## src/rtl/lockin_frame_fifo.sv

```systemverilog
// Lock-in capture buffer: latches NUM_CH (x, y) pairs plus a 32-bit sample counter per tick
// into a first-word-fall-through frame FIFO. Optional block averaging: define LOCKIN_FIFO_DECIM_EN.
module lockin_frame_fifo #(
    parameter int unsigned NUM_CH     = 2,
    parameter int unsigned DATA_W     = 24,
    parameter int unsigned DEPTH      = 16,
    parameter int unsigned LOG2_DECIM = 2
) (
    input  logic                       clk_i,
    input  logic                       reset_ni,
    input  logic                       tick_i,
    input  logic [NUM_CH*DATA_W-1:0]   x_i,
    input  logic [NUM_CH*DATA_W-1:0]   y_i,
    input  logic                       enable_i,
    input  logic                       clear_i,
    output logic                       rd_valid_o,
    input  logic                       rd_ready_i,
    output logic [NUM_CH*DATA_W-1:0]   rd_x_o,
    output logic [NUM_CH*DATA_W-1:0]   rd_y_o,
    output logic [31:0]                rd_count_o,
    output logic [$clog2(DEPTH):0]     level_o,
    output logic                       overflow_o,
    output logic [15:0]                drop_count_o
);

    localparam int unsigned AW = $clog2(DEPTH);
    localparam int unsigned VW = NUM_CH * DATA_W;

    if (DEPTH < 2 || (1 << AW) != DEPTH || LOG2_DECIM > 16) begin : g_param_check
        $error("lockin_frame_fifo: DEPTH must be a power of 2 >= 2 and LOG2_DECIM <= 16");
    end

    logic [VW-1:0]  r_mem_x [DEPTH];
    logic [VW-1:0]  r_mem_y [DEPTH];
    logic [31:0]    r_mem_c [DEPTH];
    logic [AW-1:0]  r_wr_ptr;
    logic [AW-1:0]  r_rd_ptr;
    logic [AW:0]    r_level;
    logic [31:0]    r_cnt;
    logic           r_ovf;
    logic [15:0]    r_drop;

    logic           w_accept;
    logic           w_push;
    logic           w_pop;
    logic           w_full;
    logic           w_wr;
    logic           w_drop;
    logic [VW-1:0]  w_frame_x;
    logic [VW-1:0]  w_frame_y;

    assign w_accept = tick_i && enable_i && !clear_i;

`ifdef LOCKIN_FIFO_DECIM_EN
    localparam int unsigned ACC_W = DATA_W + LOG2_DECIM;

    logic signed [ACC_W-1:0]      r_acc_x [NUM_CH];
    logic signed [ACC_W-1:0]      r_acc_y [NUM_CH];
    logic        [LOG2_DECIM-1:0] r_phase;
    logic signed [ACC_W-1:0]      w_sum_x [NUM_CH];
    logic signed [ACC_W-1:0]      w_sum_y [NUM_CH];
    logic                         w_last;

    assign w_last = (r_phase == '1);
    assign w_push = w_accept && w_last;

    // The final tick of a block is folded into the sum combinationally so the frame
    // is pushed on that same tick; the arithmetic shift truncates toward -inf.
    always_comb begin
        w_frame_x = '0;
        w_frame_y = '0;
        for (int unsigned k = 0; k < NUM_CH; k++) begin
            w_sum_x[k] = r_acc_x[k] + ACC_W'(signed'(x_i[k*DATA_W +: DATA_W]));
            w_sum_y[k] = r_acc_y[k] + ACC_W'(signed'(y_i[k*DATA_W +: DATA_W]));
            w_frame_x[k*DATA_W +: DATA_W] = DATA_W'(w_sum_x[k] >>> LOG2_DECIM);
            w_frame_y[k*DATA_W +: DATA_W] = DATA_W'(w_sum_y[k] >>> LOG2_DECIM);
        end
    end

    always_ff @(posedge clk_i or negedge reset_ni) begin
        if (!reset_ni) begin
            r_phase <= '0;
            for (int unsigned k = 0; k < NUM_CH; k++) begin
                r_acc_x[k] <= '0;
                r_acc_y[k] <= '0;
            end
        end else if (clear_i) begin
            r_phase <= '0;
            for (int unsigned k = 0; k < NUM_CH; k++) begin
                r_acc_x[k] <= '0;
                r_acc_y[k] <= '0;
            end
        end else if (w_accept) begin
            r_phase <= r_phase + 1'b1;
            for (int unsigned k = 0; k < NUM_CH; k++) begin
                r_acc_x[k] <= w_last ? '0 : w_sum_x[k];
                r_acc_y[k] <= w_last ? '0 : w_sum_y[k];
            end
        end
    end
`else
    assign w_push    = w_accept;
    assign w_frame_x = x_i;
    assign w_frame_y = y_i;
`endif

    assign w_full = (r_level == (AW+1)'(DEPTH));
    assign w_pop  = rd_valid_o && rd_ready_i;
    // A pop on the same edge frees the slot, so a full FIFO still accepts the push.
    assign w_wr   = w_push && (!w_full || w_pop);
    assign w_drop = w_push && w_full && !w_pop;

    always_ff @(posedge clk_i) begin
        if (w_wr) begin
            r_mem_x[r_wr_ptr] <= w_frame_x;
            r_mem_y[r_wr_ptr] <= w_frame_y;
            r_mem_c[r_wr_ptr] <= r_cnt;
        end
    end

    always_ff @(posedge clk_i or negedge reset_ni) begin
        if (!reset_ni) begin
            r_wr_ptr <= '0;
            r_rd_ptr <= '0;
            r_level  <= '0;
            r_cnt    <= '0;
            r_ovf    <= 1'b0;
            r_drop   <= '0;
        end else if (clear_i) begin
            r_wr_ptr <= '0;
            r_rd_ptr <= '0;
            r_level  <= '0;
            r_cnt    <= '0;
            r_ovf    <= 1'b0;
            r_drop   <= '0;
        end else begin
            if (w_accept) r_cnt    <= r_cnt + 32'd1;
            if (w_wr)     r_wr_ptr <= r_wr_ptr + 1'b1;
            if (w_pop)    r_rd_ptr <= r_rd_ptr + 1'b1;
            case ({w_wr, w_pop})
                2'b10:   r_level <= r_level + 1'b1;
                2'b01:   r_level <= r_level - 1'b1;
                default: r_level <= r_level;
            endcase
            if (w_drop) begin
                r_ovf <= 1'b1;
                if (r_drop != '1) r_drop <= r_drop + 16'd1;
            end
        end
    end

    // Head data is gated so an empty FIFO reads zero, including straight out of reset.
    assign rd_valid_o   = (r_level != '0);
    assign rd_x_o       = rd_valid_o ? r_mem_x[r_rd_ptr] : '0;
    assign rd_y_o       = rd_valid_o ? r_mem_y[r_rd_ptr] : '0;
    assign rd_count_o   = rd_valid_o ? r_mem_c[r_rd_ptr] : '0;
    assign level_o      = r_level;
    assign overflow_o   = r_ovf;
    assign drop_count_o = r_drop;

endmodule
```

## config.mk

```make
export PLATFORM = sky130hd
export DESIGN_NAME = lockin_frame_fifo
export DESIGN_NICKNAME = d
export VERILOG_FILES = /design/src/rtl/lockin_frame_fifo.sv
export SDC_FILE = /design/constraint.sdc
export NUM_CORES = 2
export LEC_CHECK = 0
export CAP_MARGIN = 20
export CORE_ASPECT_RATIO = 2
export CORE_MARGIN = 2
export CORE_UTILIZATION = 30
export DETAILED_ROUTE_END_ITERATION = 7
export GPL_TIMING_DRIVEN = 0
export PLACE_DENSITY = 0.49
export SKIP_CTS_REPAIR_TIMING = 1
export SYNTH_ARGS = -nofsm -noshare
export SYNTH_HDL_FRONTEND = slang
export SYNTH_SLANG_ARGS = --single-unit
```

## constraint.sdc

```tcl
create_clock -name clk_i -period 9.68 [get_ports clk_i]
set_input_delay 1.452 -clock clk_i [delete_from_list [all_inputs] [get_ports clk_i]]
set_output_delay 1.452 -clock clk_i [all_outputs]
set_load 0.005 [all_outputs]
```

Word-level counts from Yosys, hierarchy flattened
Memory sizes are Yosys's and may differ from the RTL's. Index checks and enable logic that the tools add are counted.

Reductions and logical operators: 18. Equality and inequality tests: 4. Mux-type cells: 18. $add $sub $neg: 6.

Operators by type and width (number): 32-bit 2-to-1 mux (3); 48-bit 2-to-1 mux (2); 16-bit 2-to-1 mux (3); 32-bit by 1-bit adder with 32-bit output (second input constant) (1); 16-bit by 1-bit adder with 16-bit output (second input constant) (1); 4-bit 2-to-1 mux (4); 16-bit != test (second input constant) (1); 5-bit case mux with 2 select lines (1); 2-bit nonzero test (5); 4-bit by 1-bit adder with 4-bit output (second input constant) (2); 1-bit logical AND (6); 5-bit by 1-bit adder with 5-bit output (second input constant) (1); 5-bit == test (second input constant) (1); 5-bit 2-to-1 mux (1); 5-bit nonzero test (1); 5-bit by 1-bit subtractor with 5-bit output (second input constant) (1); 1-bit 2-to-1 mux (4); 1-bit zero test (3); 3-bit nonzero test (1); 2-bit by 1-bit == test with 1-bit output (second input constant) (1); 2-bit == test (second input constant) (1); 2-bit AND reduction (1); 1-bit logical OR (1).

Memory bits (writable): 2048. Memories kept: 3. Register bits: 62. Bits of input ports: 102. Output and inout port bits: 151. Logic and storage cells: 55.

Memories: r_mem_x (depth 16, width 48, rd ports 1, clocked after Yosys merged registers in 0, write ports 1, RTL line 33) `logic [VW-1:0] r_mem_x [DEPTH];`; r_mem_y (depth 16, width 48, rd ports 1, clocked after Yosys merged registers in 0, write ports 1, RTL line 34) `logic [VW-1:0] r_mem_y [DEPTH];`; r_mem_c (depth 16, width 32, rd ports 1, clocked after Yosys merged registers in 0, write ports 1, RTL line 35) `logic [31:0] r_mem_c [DEPTH];`.

Logic depth before layout (Yosys ltp)
Word-level depth: 7. Depth in mapped cells: 10. Mapped depth without buffers: 9.

Worst setup path before layout
OpenSTA, ideal clock, no wires.

Path kind: input-to-reg. From: input port tick_i. To: memory r_mem_c[12][0] (enable). Library setup time: 617 ps. Setup slack: 1510 ps. Arrival time: 7552 ps. Stages: 4. Required time: 9063 ps. Path buffers: 0. Cells stage by stage: nand2_1 > a21oi_1 > nand4b_1 > nor2_1.

Cells in the longest elaborated chain, start to end: 5.

RTL lines: start, declared (RTL line 11) `input logic tick_i,`; 1-bit logical AND (2 in a row) (RTL line 52) `assign w_accept = tick_i && enable_i && !clear_i;`; 1-bit logical AND (RTL line 110) `assign w_wr = w_push && (!w_full || w_pop);`; 1-bit 2-to-1 mux (RTL line 114) `if (w_wr) begin`; 1-bit 2-to-1 mux (not written as such) (RTL line 117) `r_mem_c[r_wr_ptr] <= r_cnt;`; end, declared (RTL line 35).

Every way passes these cells.

Worst setup path in the final report
From: register r_rd_ptr[1]. To: output port rd_y_o[37].

Cells in the longest elaborated chain, start to end: 2.

RTL lines: start, declared (RTL line 37) `logic [AW-1:0] r_rd_ptr;`; start signal, assigned (RTL line 139) `if (w_pop) r_rd_ptr <= r_rd_ptr + 1'b1;`; memory read 16 x 48 bit; 48-bit 2-to-1 mux (RTL line 155) `assign rd_y_o = rd_valid_o ? r_mem_y[r_rd_ptr] : '0;`; end, declared (RTL line 19) `output logic [NUM_CH*DATA_W-1:0] rd_y_o,`.

Every way passes these cells.

==> metrics.md <==
| Metric | Value |
|---|---|
| Sequential fraction of the synthesis area | 77.9% |
| Top sig layer | met5 |
| Most frequent cells in the layout | 2048 x edfxtp_1, 640 x mux4_2, 251 x clkdlybuf4s50_1 |
| YS warnings | 0 |
| Skew final | 0.0577 ns |
| Initial Utilization | 30.2% |
| Critical path's slowest cell | buf_1 |
| Crit-path most repeated cell | mux4_2 |
| Port buffer count | 252 |
| Design area | 96400 µm² |
| Min Hold Slack | 0.527 ns |
| Synthesized instance count | 3344 |
| Final core utilization | 35.9% |
| Avg WL per Cell | 30.7 µm |
| Drt drc | 0 |
| Unrepaired setup endpoints after global routing | no |
| Static Leak | 29.7 nW |
| Max rail drop VDD | 0.000144 V |
| Cts bufs inserted | 204 |
| Via count | 37700 |
| Global-route wire length before repair | 322 mm |
| HP Class | reg2reg |
| Critical path data arrival time | 4.93 ns |
| Most common cell after layout, fill and taps aside | edfxtp_1 |
| Mapped Area | 81000 µm² |
| Total Routed Length | 233 mm |
| Critical Path Source Type | register |
| Max FO, Critical Path | 10 |
| Worst EP required | 8.23 ns |
| Layout cells sized above 1 | 27.3% |
| Status | finished clean |
| Max_slew headroom | 27.1% |
| Via-to-Cell Ratio | 4.97 |
| Final Hold Fails | 0 |
| Crit-path max cell delay | 0.85 ns |
| Setup Viol. Count Final | 0 |
| Pins Over Slew Limit | 0 |
| CP Buf/Inv Count | 4 |
| Worst skew pair latency | 0.86 ns |
| Met1 wire length | 91.7 mm |
| Clock sink count | 2110 |
| Top Family by Delay on Critical Path | buffers and inverters |
| Met3 wire length | 12.7 mm |
| Overall Power | 0.0219 W |
| Die Area | 274000 µm² |
| HPWL Detailed | 146 mm |
| # rows | 269 |
| Chip height | 739 µm |
| Worst slack at placement | 4.05 ns |
| Seq cells post-synth | 2110 |
| Met2 Wirelength | 122 mm |
| Remaining global-route overflow | 0 |
| Root Buffer | clkbuf_16 |
| Post-route minimum period | 6.38 ns |
| Fin crit share | 65.9% |
| Max Cap Viol | 0 |
| Worst-path clk slew | 0.07 ns |
| Max Freq | 0.157 GHz |
| Synth Net Count | 3455 |
| PD cells | 228 nW/µm² |
| Clock tree buffer depth | 4 |
| Critical Path Sink Type | primary output |
| Count of cell types in the netlist | 53 |
| DRT iter0 DRCs | 3368 |
| Post-route setup slack | 3.30 ns |
| Worst-margin pin slew | 1.09 ns |
| Area post-placement | 90000 µm² |
| RD Place Congestion | 0.721 |
| Nets | 4004 |
| Core area | 268000 µm² |
| WS Path Type | reg2out |
| Worst-path cell chain | buf_2 > clkbuf_2 > buf_1 > mux4_2 > mux4_2 > and2_1 > clkdlybuf4s50_1 |
| Antenna violations before repair | 51 |
| Number of global-route vias before repair | 40700 |
| Tot GR Track Use | 16.8% |
| H-Tree Depth | 4 |
| Drt pass-1 iters | 5 |
| CTS tree | built |
| Area grow syn2layout | 19.0% |
| Die X | 371 µm |
| Post-Syn Area per Cell | 24.2 µm² |
| IO Pins | 253 |
| Largest net degree at the start of global routing | 39 |
| ANT nets after route | 0 |
power breakdown:
| part | switching [W] | total, W | leakage, nW | internal (W) |
|---|---|---|---|---|
| registers | 0.0000273 | 0.0101 | 20.1 | 0.0100 |
| clock network | 0.00347 | 0.00779 | 3.08 | 0.00431 |
| logic | 0.00218 | 0.00409 | 6.53 | 0.00191 |
final timing paths:
path	slack, ns	from	endpoint	cells past startpoint
worst max-delay path	3.30	r_rd_ptr[1]	rd_y_o[37]	7
worst min-delay path	0.53	overflow_o	overflow_o	2
worst max register to register	5.85	level_o[4]	r_mem_x[7][6]	6
worst min register to register	0.53	overflow_o	overflow_o	2
max in group asynchronous	8.58	reset_ni	r_rd_ptr[3]	2
min in group asynchronous	0.54	reset_ni	r_cnt[16]	1
flip-flops by register name (all words and copies together) (netlist names):
name / flops
overflow_o: 1
r_mem_y: 768
drop_count_o: 16
r_wr_ptr: 4
r_rd_ptr: 4
r_mem_c: 512
r_cnt: 32
level_o: 5
r_mem_x: 768
final cells by class:
cell class,count,area (µm²)
Fill cell,24500,172000
Sequential cell,2110,63100
Multi-Input combinational cell,1053,17100
Clock buffer,253,5380
Timing Repair Buffer,343,4590
Tap cell,3523,4410
Clock inverter,116,935
Buffer,170,855
Inverter,11,41.3
Antenna cell,13,32.5
tightest hold or removal path: cells and delay by family, from the launching register on:
family | cells | cell delay, ns
flip-flops | 1 | 0.36
AND/OR/NAND/NOR | 1 | 0.08
AO/OA/AOI/OAI | 1 | 0.05
synthesized netlist by cell type, drive strengths merged:
| library cell | n | area (µm²) |
|---|---|---|
| a211o | 1 | 8.76 |
| a211oi | 3 | 22.5 |
| a21boi | 1 | 7.51 |
| a21oi | 12 | 60.1 |
| a2bb2oi | 1 | 15.0 |
| a311o | 1 | 10.0 |
| a31oi | 2 | 12.5 |
| a41oi | 1 | 8.76 |
| and2 | 144 | 901 |
| and3 | 10 | 62.6 |
| and4 | 4 | 35.0 |
| buf | 94 | 563 |
| clkbuf | 76 | 285 |
| dfrtp | 62 | 1550 |
| edfxtp | 2048 | 61500 |
| ha | 9 | 113 |
| inv | 11 | 41.3 |
| mux2 | 2 | 22.5 |
| mux2i | 3 | 30.0 |
| mux4 | 640 | 14400 |
| nand2 | 20 | 75.1 |
| nand3 | 21 | 105 |
| nand3b | 1 | 7.51 |
| nand4 | 19 | 119 |
| nand4b | 1 | 8.76 |
| nor2 | 66 | 255 |
| nor2b | 3 | 18.8 |
| nor3 | 6 | 30.0 |
| nor4 | 4 | 31.3 |
| nor4b | 3 | 47.5 |
| nor4bb | 2 | 20.0 |
| o2111ai | 1 | 8.76 |
| o211ai | 3 | 22.5 |
| o21a | 1 | 7.51 |
| o21ai | 9 | 45.0 |
| o22ai | 1 | 6.26 |
| o31a | 1 | 8.76 |
| o41ai | 1 | 8.76 |
| or2 | 1 | 6.26 |
| or3 | 5 | 31.3 |
| or4 | 3 | 26.3 |
| xnor2 | 12 | 105 |
| xor2 | 35 | 307 |
metal layers:
layer | vias up | track usage [%]
met5 | - | 0
met4 | 40 | 4.72
met3 | 344 | 3.05
met2 | 1028 | 29.7
met1 | 20900 | 20.9
li1 | 15400 | -
cells by family after synthesis:
family | Yosys count | synth area share, %
multiplexers | 645 | 17.9
AND/OR/NAND/NOR | 313 | 2.20
buffers and inverters | 181 | 1.10
flip-flops | 2110 | 77.9
AO/OA/AOI/OAI | 39 | 0.312
adder cells (fa/ha/maj) | 9 | 0.139
XOR/XNOR | 47 | 0.508
metrics by stage:
| stage | setup TNS [ns] | instances |
|---|---|---|
| 5_1_grt | 0 | 7582 |
| 4_1_cts | 0 | 7579 |
| 2_1_floorplan | 0 | 3344 |
| 3_5_place_dp | 0 | 7210 |
| 6_report | 0 | 7592 |
| 3_3_place_gp | -7871.02 | 7119 |
(Power assumes the default switching activity.)
